<file path="src/rtl/counter_sequencer.sv">
// Run/stop and direction sequencer for the 4-bit display counter: debounced buttons,
// tick prescaler and the count register feeding the 7-segment encoder.
module counter_sequencer #(
    parameter int DIV      = 12587500,
    parameter int DEBOUNCE = 500000,
    parameter int CNT_MAX  = 15
) (
    input  logic       CLK,
    input  logic       RST,
    input  logic       BTN_RUN,
    input  logic       BTN_DIR,
    input  logic       BTN_CLR,
    input  logic       MODE_BOUNCE,
    output logic [3:0] COUNT,
    output logic       ADD_SUB,
    output logic       TICK,
    output logic       RUNNING
);

    localparam int PRE_W = $clog2(DIV);
    localparam int DB_W  = $clog2(DEBOUNCE + 1);

    localparam logic [PRE_W-1:0] PRE_LAST = PRE_W'(DIV - 1);
    localparam logic [DB_W-1:0]  DB_LAST  = DB_W'(DEBOUNCE - 1);
    localparam logic [3:0]       CMAX     = 4'(CNT_MAX);

    localparam logic [0:0] ST_STOP = 1'b0;
    localparam logic [0:0] ST_RUN  = 1'b1;

    // Button bit order: [0]=run, [1]=dir, [2]=clr
    logic [2:0]      btn_raw;
    logic [2:0]      sync_p0;
    logic [2:0]      sync_p1;
    logic [2:0]      filt;
    logic [2:0]      filt_d;
    logic [2:0]      prs;
    logic [DB_W-1:0] db_cnt [3];

    logic             prs_run;
    logic             prs_dir;
    logic             prs_clr;

    logic [0:0]       state;
    logic [0:0]       state_n;
    logic [PRE_W-1:0] pre;
    logic [PRE_W-1:0] pre_n;
    logic [3:0]       count_n;
    logic             add_sub_n;
    logic             tick_n;
    logic             step_ev;

    function automatic logic [3:0] step_count(input logic [3:0] c, input logic up,
                                              input logic bounce);
        logic [3:0] r;
        if (up) begin
            if (c < CMAX)    r = c + 4'd1;
            else if (bounce) r = CMAX - 4'd1;
            else             r = 4'd0;
        end else begin
            if (c != 4'd0)   r = c - 4'd1;
            else if (bounce) r = 4'd1;
            else             r = CMAX;
        end
        return r;
    endfunction

    function automatic logic step_dir(input logic [3:0] c, input logic up,
                                      input logic bounce);
        logic r;
        r = up;
        if (bounce && up && (c == CMAX))    r = 1'b0;
        if (bounce && !up && (c == 4'd0))   r = 1'b1;
        return r;
    endfunction

    assign btn_raw = {BTN_CLR, BTN_DIR, BTN_RUN};

    // Stage p0/p1: two-flop synchroniser on the raw buttons
    always_ff @(posedge CLK) begin
        if (RST) begin
            sync_p0 <= '0;
            sync_p1 <= '0;
        end else begin
            sync_p0 <= btn_raw;
            sync_p1 <= sync_p0;
        end
    end

    // Debounce filter and registered rising-edge press pulse
    always_ff @(posedge CLK) begin
        if (RST) begin
            filt   <= '0;
            filt_d <= '0;
            prs    <= '0;
            for (int b = 0; b < 3; b++) db_cnt[b] <= '0;
        end else begin
            filt_d <= filt;
            prs    <= filt & ~filt_d;
            for (int b = 0; b < 3; b++) begin
                if (sync_p1[b] == filt[b]) begin
                    db_cnt[b] <= '0;
                end else if (db_cnt[b] == DB_LAST) begin
                    filt[b]   <= sync_p1[b];
                    db_cnt[b] <= '0;
                end else begin
                    db_cnt[b] <= db_cnt[b] + DB_W'(1);
                end
            end
        end
    end

    assign prs_run = prs[0];
    assign prs_dir = prs[1];
    assign prs_clr = prs[2];

    // Clear wins over everything; a direction press lets a coincident step use the old direction
    always_comb begin
        step_ev   = (state == ST_RUN) && (pre == PRE_LAST);
        state_n   = state;
        pre_n     = '0;
        count_n   = COUNT;
        add_sub_n = ADD_SUB;
        tick_n    = 1'b0;
        if (state == ST_RUN) pre_n = step_ev ? '0 : pre + PRE_W'(1);
        if (prs_clr) begin
            count_n = '0;
            pre_n   = '0;
        end else begin
            if (step_ev) begin
                count_n   = step_count(COUNT, ADD_SUB, MODE_BOUNCE);
                add_sub_n = step_dir(COUNT, ADD_SUB, MODE_BOUNCE);
                tick_n    = 1'b1;
            end
            if (prs_dir) add_sub_n = ~ADD_SUB;
            if (prs_run) begin
                state_n = (state == ST_RUN) ? ST_STOP : ST_RUN;
                pre_n   = '0;
            end
        end
    end

    always_ff @(posedge CLK) begin
        if (RST) begin
            state   <= ST_STOP;
            pre     <= '0;
            COUNT   <= '0;
            ADD_SUB <= 1'b1;
            TICK    <= 1'b0;
            RUNNING <= 1'b0;
        end else begin
            state   <= state_n;
            pre     <= pre_n;
            COUNT   <= count_n;
            ADD_SUB <= add_sub_n;
            TICK    <= tick_n;
            RUNNING <= (state_n == ST_RUN);
        end
    end

endmodule
</file>
<file path="config.mk">
export PLATFORM = sky130hd
export DESIGN_NAME = counter_sequencer
export DESIGN_NICKNAME = d
export VERILOG_FILES = /design/src/rtl/counter_sequencer.sv
export SDC_FILE = /design/constraint.sdc
export NUM_CORES = 1
export LEC_CHECK = 0
export BUFFER_PORTS_ARGS = -buffer_cell sky130_fd_sc_hd__buf_4
export CORE_MARGIN = 8
export CORE_UTILIZATION = 37
export CTS_CLUSTER_DIAMETER = 200
export DETAILED_ROUTE_END_ITERATION = 8
export GPL_TIMING_DRIVEN = 0
export SYNTH_ARGS = -nofsm -noshare
export SYNTH_HDL_FRONTEND = slang
export SYNTH_SLANG_ARGS = --single-unit
</file>
<file path="constraint.sdc">
create_clock -name CLK -period 6 [get_ports CLK]
set_input_delay 0.3 -clock CLK [delete_from_list [all_inputs] [get_ports CLK]]
set_output_delay 0.3 -clock CLK [all_outputs]
set_load 0.005 [all_outputs]
</file>
# ---- After elaboration in Yosys (flattened, before gate mapping)
# Memories as Yosys holds them, arrays and structs flattened.
# Index checks and enable logic that the tools add are counted.
dict set report classes {
  add_sub_neg 6
  order_cmp 1
  eq_ne 8
  n_mux 55
  bitwise_logic 17
  reduce_logical 17
}
# cell n
set ops {}
lappend ops {{2-to-1 mux 19 bit} 9}
lappend ops {{adder 19 x 1 -> 19 bit, second input constant} 3}
lappend ops {{== test 19 bit, second input constant} 3}
lappend ops {{2-to-1 mux 1 bit} 41}
lappend ops {{adder 24 x 1 -> 24 bit, second input constant} 1}
lappend ops {{== test 24 bit, second input constant} 1}
lappend ops {{2-to-1 mux 4 bit} 5}
lappend ops {{bitwise OR 1 bit} 9}
lappend ops {{AND reduction 2 bit} 4}
lappend ops {{inverter 1 bit} 6}
lappend ops {{logical AND 1 bit} 5}
lappend ops {{OR reduction 5 bit} 1}
lappend ops {{adder 4 x 1 -> 4 bit, second input constant} 1}
lappend ops {{== test 4 bit, second input constant} 1}
lappend ops {{zero test 4 bit} 1}
lappend ops {{< comparator 4 bit, second input constant} 1}
lappend ops {{nonzero test 4 bit} 1}
lappend ops {{subtractor 4 x 1 -> 4 bit, second input constant} 1}
lappend ops {{bitwise AND 3 bit} 1}
lappend ops {{== test 1 bit} 3}
lappend ops {{inverter 3 bit} 1}
lappend ops {{AND reduction 3 bit} 1}
lappend ops {{nonzero test 3 bit} 1}
lappend ops {{nonzero test 2 bit} 1}
lappend ops {{2 further kinds} 2}
dict set report totals {
  register_bits 46
  ram_bits 57
  inputBits 6
  out_inout_bits 7
  word_cells 117
  n_memories 1
}
# name depth word_bits read_ports rd_clocked_by_memory_dff write_ports line
set memory_table {}
lappend memory_table {db_cnt 3 19 3 0 3 37} ;# logic [DB_W-1:0] db_cnt [3];

# ---- Longest topological paths before layout
# Gate-level depths: netlist of the first run.
dict set report logic_depth {
  word_depth 7
  mapped_depth 7
  ltp_nobuf 7
}

# ---- Worst setup path before layout of the first run
# OpenSTA, ideal clock, no wires.
dict set report synth_timing {
  path_type {reg-to-reg}
  start {memory db_cnt[0][10] (netlist bit)}
  end {memory db_cnt[0][11] (netlist bit) (data pin)}
  setup_time_ns 0.254
  t_arrival_ns 1.647
  setup_slack_ns 4.098
  stages_incl_launch_ff 8
  n_path_buf 2
  period_less_slack_ns 1.902
  path_cell_list {edfxtp_1 or4b_1 nor3_1 and4_1 or2_1 buf_6 buf_8 nor2_1}
}
# element line
set synth_lines {}
lappend synth_lines {{start: declaration} 37}

==> summary.md, run 1 <==
| Metric | Value |
|---|---|
| Clk sinks | 103 |
| Worst setup margin | 3.80 ns |
| Netlist cell types | 52 |
| Critical Path Stages | 7 |
| Cts repair resizes | 0 |
| R2R Setup Slk | 3.80 ns |
| Final net count | 599 |
| Hold-fix buffers, CTS | 0 |
| YS warnings | 0 |
| Outcome | complete, no violations |
| Startpoint Class | flop |
| Initial Util | 37.2% |
| Post-CTS setup buffer count | 0 |
| Yosys top cell area share | 33.7% |
| Area of the die | 17700 um2 |
| Largest net degree at the start of global routing | 17 |
| Synth Flop Type | edfxtp_1 |
| CTS Buf Count | 9 |
| Async S/R FF share, synth | 0% |
| DR WL/cell | 11.1 um |
| Critical Path RT | 6.09 ns |
| Die Ht | 133 um |
| CP max FO | 10 |
| Sequential fraction of the synthesis area | 51.8% |
| Sw Ratio | 20.4% |
| Leak | 2.12 nW |
| Clock power share | 41.7% |
| Diode count | 0 |
| Layout cells sized above 1 | 7.77% |
| Fill count | 1365 |
| Antenna violations before repair | 0 |
| DRC | 0 |
| Actual slew at the worst max-slew pin | 0.715 ns |
| TritonRoute pass-1 iters | 4 |
| Relative slew slack | 51.9% |
| Global placer's final weighted congestion | 0.819 |
| Via count | 3574 |
| Final Skew | 0.00832 ns |
| Core area | 13700 um2 |
| CP Class | flop to flop |
| Fin crit period | 2.20 ns |
| Critical path buffers and inverters | 2 |
| Worst Setup SP | db_cnt[1][9] |
| Yosys reg bits | 103 |
| Fmax | 454 MHz |
| CTS tree | built |
| End of the worst register-to-register path | db_cnt[1][15] |
| Detail Route Antenna Nets | 0 |
| Syn Inst Count | 508 |
| Via density | 4.63 |
| Final hold slack | 0.176 ns |
| Synth top area cells | edfxtp_1 (34%), dfxtp_1 (18%), xor2_1 (8.6%) |
| Pins over their slew limit | 0 |
| Final Cycle Share | 36.7% |
| Cell taking the most area after synthesis | edfxtp_1 |
| Total GRT Usage | 10.4% |
| Ratio of total power to cell area | 239 nW/um2 |
| First-pass GRT wire length | 15.4 mm |
| Setup crit end | db_cnt[1][15] |
| HP Class | input port to flop |
| CP peak stage delay | 0.47 ns |
| Internal power | 0.00112 W |
| Arrival time worst endpoint | 2.29 ns |
| Slowest CP cell | edfxtp_1 |
| Setup violators final | 0 |
| Vias in the first global route | 3514 |
| Final hold violation count | 0 |
| Setup TNS Final | 0 ns |
| Max cap viols | 0 |
| Ports | 13 |
| Switch Pwr | 0.000287 W |
| RSZ-0062 raised after global routing | no |
| Leading cell types in the layout, fill and taps excluded | nor2_1 (108), edfxtp_1 (57), conb_1 (57), xor2_1 (50), dfxtp_1 (46) |
| H-tree lvl count | 3 |
| Rows | 43 |
| Sequential power share | 55.3% |
| Die width | 133 um |
| Clock root buffer | clkbuf_16 |
| CP dominant cell by count | buf_2 |
| Clk_lat worst skew | 0.34 ns |
| EDFF count, synth | 57 |
| Reg-to-reg startpoint | db_cnt[1][9] |
| Area Overhead vs Synth | 16.4% |
| Place WS | 3.79 ns |
| Port-buffer cells | 12 |
| Power after layout | 0.00141 W |
| CP Cell Sequence | nor4b_1 -> nand4_1 -> nor3_1 -> or2_2 -> buf_2 -> buf_2 -> nor2_1 |
| Comb pwr share | 3.0% |
| Dpl hpwl | 6.30 mm |
| Most common cell after layout, fill and taps aside | nor2_1 |
| CP Capture Type | flop |
| Drt total wl | 8.60 mm |
| Crit-path leading delay family | simple AND/OR/NAND/NOR gates |
| Drt first-iter violations | 191 |
| Average cell area after synthesis | 10.0 um2 |
| CTS Buffer Depth | 2 |
| Total gr overflow | 0 |
| R2R depth | 7 |
| Synthesized cell area | 5080 um2 |
| Reg clk slew, reported paths | 0.07 ns |
| Max rail drop VDD | 152 uV |
cell type report:
class                           instances  area (um2)  area share (%)
Clock buffer                           14         297            5.02
Buffer                                 15        86.3            1.46
Inverter                               13        48.8           0.826
Sequential cell                       103        2630            44.5
Multi-Input combinational cell        433        2520            42.7
Tap cell                              180         225            3.81
Timing Repair Buffer                   12        90.1            1.52
Clock inverter                          2        10.0           0.169
worst min-delay path by stage:
stage / startpoint / endpoint / slack [ns] / cells after the start
global placement: filt_d[1] / prs[1] / 0.38 / 1
floorplan: filt_d[0] / prs[0] / 0.37 / 1
detailed placement: filt_d[1] / prs[1] / 0.38 / 1
finish: BTN_DIR / sync_p0[1] / 0.18 / 2
CTS: BTN_CLR / sync_p0[2] / 0.17 / 2
global route: BTN_RUN / sync_p0[0] / 0.17 / 2
cells in the mapped netlist, types with 2 or more instances:
library cell	n
or2_2	4
edfxtp_1	57
nor2_1	108
nor4_1	5
o31ai_1	2
o211ai_1	2
a311oi_1	2
a21boi_0	2
xnor2_1	27
clkbuf_1	5
and4_1	6
inv_1	13
nor3_1	12
mux2i_1	4
buf_2	6
nand2b_1	7
dfxtp_1	46
nor2b_1	14
nand3_1	40
nor4b_1	3
ha_1	6
a21oi_1	4
and3_1	13
nand2_1	28
nand4_1	16
xor2_1	50
per-stage QoR:
| step | instances | util [%] | cell area (um2) |
|---|---|---|---|
| floorplan | 564 | - | 5290 |
| global placement | 756 | 41.0 | 5600 |
| detailed placement | 756 | 41.0 | 5600 |
| CTS | 772 | 43.3 | 5910 |
| global route | 772 | 43.3 | 5910 |
| finish | 772 | 43.3 | 5910 |
worst reg2reg max path, delay by kind of cell (launching register included):
| kind | cells | cell delay, ns |
|---|---|---|
| flops | 1 | 0.47 |
| buf+inv | 2 | 0.42 |
| simple gates | 5 | 1.06 |
state kept, by name, summed over array words and instances (netlist names):
signal   cells
sync_p0      3
filt_d       3
db_cnt      57
TICK         1
filt         3
sync_p1      3
prs          3
pre         24
COUNT        4
state        1
ADD_SUB      1
power groups by stage:
stage	clock [W]	sequential, W	combinational (W)
floorplan	0	0.000791	0.0000331
global placement	0	0.000795	0.0000413
detailed placement	0	0.000796	0.0000416
CTS	0.000611	0.000780	0.0000420
global route	0.000637	0.000783	0.0000489
finish	0.000588	0.000780	0.0000421
kinds of logic (layout without fill, tap and decap cells):
logic type               Yosys count  after routing  synth area share [%]
AND/OR/NAND/NOR                  269            269                  26.9
multiplexers                       5              5                  1.01
flip-flops                       103            103                  51.8
XOR/XNOR                          77             77                  13.3
other                              1             57                0.0738
adder cells (fa/ha/maj)            6              6                  1.48
AO/OA/AOI/OAI                     19             19                  2.81
buffers and inverters             28             56                  2.66
metal layers:
metal	GRT usage, %	part of all wire, %
met1	12.3	48
met2	17.2	48
met3	3.65	3.0
met4	3.43	1.0
met5	0	0
Note: power is estimated with default switching activity, not from simulation.
==> inputs of run 2 (changes only) <==
==> constraint.sdc (replaced) <==
create_clock -name CLK -period 1.83 [get_ports CLK]
set_input_delay 0.0915 -clock CLK [delete_from_list [all_inputs] [get_ports CLK]]
set_output_delay 0.0915 -clock CLK [all_outputs]
set_load 0.005 [all_outputs]
==> summary.md, run 2 (synthesized netlist as in run 1, its figures left out) <==
| Metric | Value |
|---|---|
| H-tree lvl count | 3 |
| CP Capture Type | flop |
| Largest net degree at the start of global routing | 19 |
| Cell total after placement | 756 |
| Via density | 4.63 |
| Sw Ratio | 22.2% |
| Worst Hold Path EP | db_cnt[0][4] |
| Detail Route Antenna Nets | 0 |
| Crit-path leading delay family | simple AND/OR/NAND/NOR gates |
| Leading cell types in the layout, fill and taps excluded | nor2_1 (96), edfxtp_1 (57), conb_1 (57), xor2_1 (50), buf_4 (43) |
| CP Class | flop to flop |
| CP peak stage delay | 0.54 ns |
| Rows | 43 |
| Via count | 3734 |
| R2R depth | 7 |
| Internal power | 0.00360 W |
| Dpl hpwl | 6.36 mm |
| CP max FO | 10 |
| Post-Route Utilization | 46.8% |
| Global placer's final weighted congestion | 0.805 |
| Startpoint Class | flop |
| Final hold violation count | 0 |
| Setup TNS Final | -1.87 ns |
| Top flop regs | db_cnt: 57 flops, pre: 24 flops, COUNT: 4 flops |
| Ratio of total power to cell area | 724 nW/um2 |
| Ports | 13 |
| Reg-to-reg startpoint | db_cnt[0][10] |
| CTS tree | built |
| Final hold slack | 0.198 ns |
| Worst hold start | RST |
| Pins over their slew limit | 0 |
| WL met2 | 4.59 mm |
| Slowest CP cell | or4b_1 |
| Area of the die | 17700 um2 |
| Arrival time worst endpoint | 2.06 ns |
| Layout cells sized above 1 | 18.1% |
| Total gr overflow | 0 |
| Fin cells | 806 |
| Leak | 2.31 nW |
| Area Overhead vs Synth | 26.0% |
| RSZ-0062 raised after global routing | yes |
| Die Ht | 133 um |
| HP Class | input port to flop |
| Clock root buffer | clkbuf_16 |
| Clk sinks | 103 |
| Fin crit period | 1.96 ns |
| Top routing layer in use | met4 |
| Met1 WL | 4.38 mm |
| Vias in the first global route | 3568 |
| Most common cell after layout, fill and taps aside | nor2_1 |
| Final Skew | 0.00710 ns |
| Drt total wl | 9.34 mm |
| Critical Path RT | 1.93 ns |
| Sequential power share | 55.1% |
| Switch Pwr | 0.00103 W |
| Post-DP Area | 5600 um2 |
| End of the worst register-to-register path | db_cnt[0][14] |
| Die width | 133 um |
| Final Cycle Share | 107% |
| Fmax | 511 MHz |
| Port-buffer cells | 12 |
| Hold path depth | 3 |
| Max cap viols | 0 |
| Final net count | 633 |
| Post-route cell area | 6400 um2 |
| CTS Buffer Depth | 2 |
| Setup violators final | 17 |
| Clk_lat worst skew | 0.35 ns |
| Diode count | 0 |
| Clock power share | 41.1% |
| Max rail drop VDD | 434 uV |
| CP Cell Sequence | or4b_1 -> nor3_2 -> and4_1 -> or2_1 -> buf_6 -> buf_8 -> nor2_1 |
| Relative slew slack | 61.1% |
| DR WL/cell | 11.6 um |
| Initial Util | 37.2% |
| DRC | 0 |
| Reg clk slew, reported paths | 0.07 ns |
| First-pass GRT wire length | 15.9 mm |
| CTS Buf Count | 9 |
| R2R Setup Slk | -0.13 ns |
| Failing checks | setup timing |
| Largest register FFs | 57 |
| Core area | 13700 um2 |
| Critical path buffers and inverters | 2 |
| Antenna violations before repair | 0 |
| DR WL met3 | 237 um |
| Drt first-iter violations | 189 |
| Total GRT Usage | 10.7% |
| TritonRoute pass-1 iters | 4 |
| Comb pwr share | 3.8% |
| Worst setup margin | -0.128 ns |
| Outcome | finished, violations left |
| Largest Register | db_cnt |
| Actual slew at the worst max-slew pin | 0.578 ns |
[run 2: cell types whose count changed in the layout (fill, tap and decap cells not counted), sizes merged]
cell	change
buf	+31
inv	+5
clkbuf	-4
dlygate4sd3	+3
clkinv	-1
[run 2: what timing repair did]
item,4_1_cts,5_1_grt
pin swaps,5,17
buffers inserted,18,14
hold buffers,3,0
gates resized for setup,23,34
setup endpoints to repair,76,67
gates cloned,0,2
endpoints found under the hold margin,3,0
[run 2: through the flow]
step	power, W	worst slack, ns
CTS	0.00467	-0.149
global route	0.00481	-0.217
global placement	0.00274	-0.344
floorplan	0.00270	-0.0616
detailed placement	0.00275	-0.366
finish	0.00464	-0.128
[run 2: worst max-delay path by stage]
| stage | start | to | slack (ns) | cells past startpoint |
|---|---|---|---|---|
| floorplan | db_cnt[0][10] | db_cnt[0][11] | -0.06 | 7 |
| global placement | db_cnt[2][11] | db_cnt[2][6] | -0.34 | 7 |
| detailed placement | db_cnt[2][11] | db_cnt[2][6] | -0.37 | 7 |
| CTS | db_cnt[0][10] | db_cnt[0][14] | -0.15 | 7 |
| global route | db_cnt[0][10] | db_cnt[0][11] | -0.22 | 7 |
| finish | db_cnt[0][10] | db_cnt[0][14] | -0.13 | 7 |
[run 2: power by group through the flow]
stage / combinational, W / sequential (W) / clock (W)
floorplan: 0.000109 / 0.00259 / 0
global placement: 0.000136 / 0.00261 / 0
detailed placement: 0.000137 / 0.00261 / 0
CTS: 0.000162 / 0.00255 / 0.00196
global route: 0.000202 / 0.00256 / 0.00204
finish: 0.000176 / 0.00255 / 0.00191
[run 2: worst register-to-register path, delay by kind of cell, from the launching register on]
kind,cells,cell delay [ns]
AND/OR/NAND/NOR,5,1.07
flip-flops,1,0.39
buffers and inverters,2,0.25
[run 2: layout make-up]
class | instances | area [um2]
well taps | 180 | 225
clock inverters | 6 | 46.3
clock buffers | 10 | 250
fillers | 1295 | 7270
plain buffers | 12 | 105
inverters | 13 | 48.8
multi-input cells | 433 | 2680
flip-flops and latches | 103 | 2640
repair buffers | 49 | 398
[run 2: per-layer routing]
| metal | vias up | GRT usage [%] |
|---|---|---|
| li1 | 1928 | - |
| met1 | 1757 | 12.7 |
| met2 | 37 | 18.1 |
| met3 | 12 | 2.94 |
| met4 | 0 | 3.81 |
| met5 | - | 0 |
==> inputs of run 3 (changes only) <==
--- a/config.mk
+++ b/config.mk
@@ -11,6 +11,8 @@
 export CTS_CLUSTER_DIAMETER = 200
 export DETAILED_ROUTE_END_ITERATION = 8
 export GPL_TIMING_DRIVEN = 0
+export HOLD_SLACK_MARGIN = 0.03
+export SETUP_SLACK_MARGIN = 0.1
 export SYNTH_ARGS = -nofsm -noshare
 export SYNTH_HDL_FRONTEND = slang
 export SYNTH_SLANG_ARGS = --single-unit
==> summary.md, run 3 (synthesized netlist as in run 1, its figures left out) <==
| Metric | Value |
|---|---|
| Place WS | -0.338 ns |
| Dpl hpwl | 6.53 mm |
| CP Capture Type | flop |
| Setup violators final | 17 |
| Final Cycle Share | 107% |
| Final Skew | 0.00549 ns |
| Fmax | 510 MHz |
| Via density | 4.66 |
| Total gr overflow | 0 |
| Failing checks | setup timing |
| Ports | 13 |
| Drt total wl | 10.0 mm |
| DRC | 0 |
| Max rail drop VDD | 475 uV |
| Outcome | finished, violations left |
| Drt first-iter violations | 195 |
| Area Overhead vs Synth | 36.7% |
| Power after layout | 0.00464 W |
| CTS Buf Count | 9 |
| Ratio of total power to cell area | 669 nW/um2 |
| Largest register FFs | 57 |
| Initial Util | 37.2% |
| Layout cells sized above 1 | 28.2% |
| Fin crit period | 1.96 ns |
| Largest net degree at the start of global routing | 18 |
| CP max FO | 10 |
| Top flop regs | db_cnt: 57 flops, pre: 24 flops, COUNT: 4 flops |
| Rows | 43 |
| CTS tree | built |
| Total GRT Usage | 11.4% |
| Critical Path RT | 1.93 ns |
| Area of the die | 17700 um2 |
| Post-DP Area | 5620 um2 |
| Clk_lat worst skew | 0.35 ns |
| Arrival time worst endpoint | 2.06 ns |
| Diode count | 0 |
| Startpoint Class | flop |
| CP Class | flop to flop |
| Vias in the first global route | 3705 |
| Port-buffer cells | 12 |
| RSZ-0062 raised after global routing | yes |
| Global placer's final weighted congestion | 0.745 |
| Pins over their slew limit | 0 |
| Clock root buffer | clkbuf_16 |
| First-pass GRT wire length | 16.7 mm |
| Final net count | 642 |
| Setup TNS Final | -2.02 ns |
| Actual slew at the worst max-slew pin | 0.530 ns |
| Clk sinks | 103 |
| Max cap viols | 0 |
| Worst setup margin | -0.129 ns |
| Leak | 2.47 nW |
| Largest Register | db_cnt |
| Die Ht | 133 um |
| Leading cell types in the layout, fill and taps excluded | edfxtp_1 (57), conb_1 (57), xor2_1 (48), nor2_1 (48), nor2_4 (42) |
| Reg clk slew, reported paths | 0.07 ns |
| HP Class | input port to flop |
| Antenna violations before repair | 0 |
| Relative slew slack | 64.7% |
| Core area | 13700 um2 |
| Post-route cell area | 6940 um2 |
| Via count | 3798 |
| Die width | 133 um |
| H-tree lvl count | 3 |
| Final hold violation count | 0 |
| TritonRoute pass-1 iters | 4 |
| CTS Buffer Depth | 2 |
| DR WL/cell | 12.3 um |
| Detail Route Antenna Nets | 0 |
==> run 3: path summary, 6_finish.rpt <==
path,startpoint,end,slack (ns),depth (start not counted)
max reg2reg,db_cnt[0][11],db_cnt[0][0],-0.13,7
max,db_cnt[0][11],db_cnt[0][0],-0.13,7
min reg2reg,filt_d[2],prs[2],0.39,1
min,RST,db_cnt[0][2],0.19,3
==> run 3: power breakdown <==
group / switching, W / total [W] / internal (W)
logic: 0.000122 / 0.000225 / 0.000103
clock network: 0.000855 / 0.00187 / 0.00101
registers: 0.0000572 / 0.00255 / 0.00249
==> run 3: repair_timing <==
item | in CTS | in global routing
endpoints found under the setup margin | 81 | 83
pin swaps | 33 | 50
hold buffers | 3 | 0
cloned | 2 | 1
gates resized for setup | 65 | 117
buffers inserted | 29 | 8
endpoints found under the hold margin | 3 | 0
==> run 3: final cells by class <==
type / count / area, um2
fillers: 1315 / 6720
multi-input cells: 433 / 3070
flip-flops and latches: 103 / 2650
repair buffers: 55 / 509
clock buffers: 11 / 254
well taps: 180 / 225
plain buffers: 15 / 150
inverters: 13 / 48.8
clock inverters: 5 / 37.5
==> run 3: per-stage QoR <==
step                      utilization (%)  hold slack, ns  std cells
after global routing                 50.8           0.194        815
after global placement               41.1           0.310        756
final                                50.8           0.186        815
after CTS                            46.9           0.175        806
after floorplan                         -           0.220        564
after detailed placement             41.1           0.328        756
==> run 3: worst max-delay path, cell delays in order, from the launching register on <==
cell	delay, ns
edfxtp_1	0.41
or4b_1	0.53
nor3_2	0.15
and4_1	0.23
or2_1	0.12
buf_6	0.11
buf_8	0.12
nor2_1	0.05
==> run 3: layer usage <==
| metal | routed length, um | GRT usage, % | vias to the layer above |
|---|---|---|---|
| li1 | - | - | 1942 |
| met1 | 4410 | 13.3 | 1819 |
| met2 | 5210 | 19.4 | 26 |
| met3 | 227 | 3.13 | 11 |
| met4 | 152 | 4.24 | 0 |
| met5 | 0 | 0 | - |
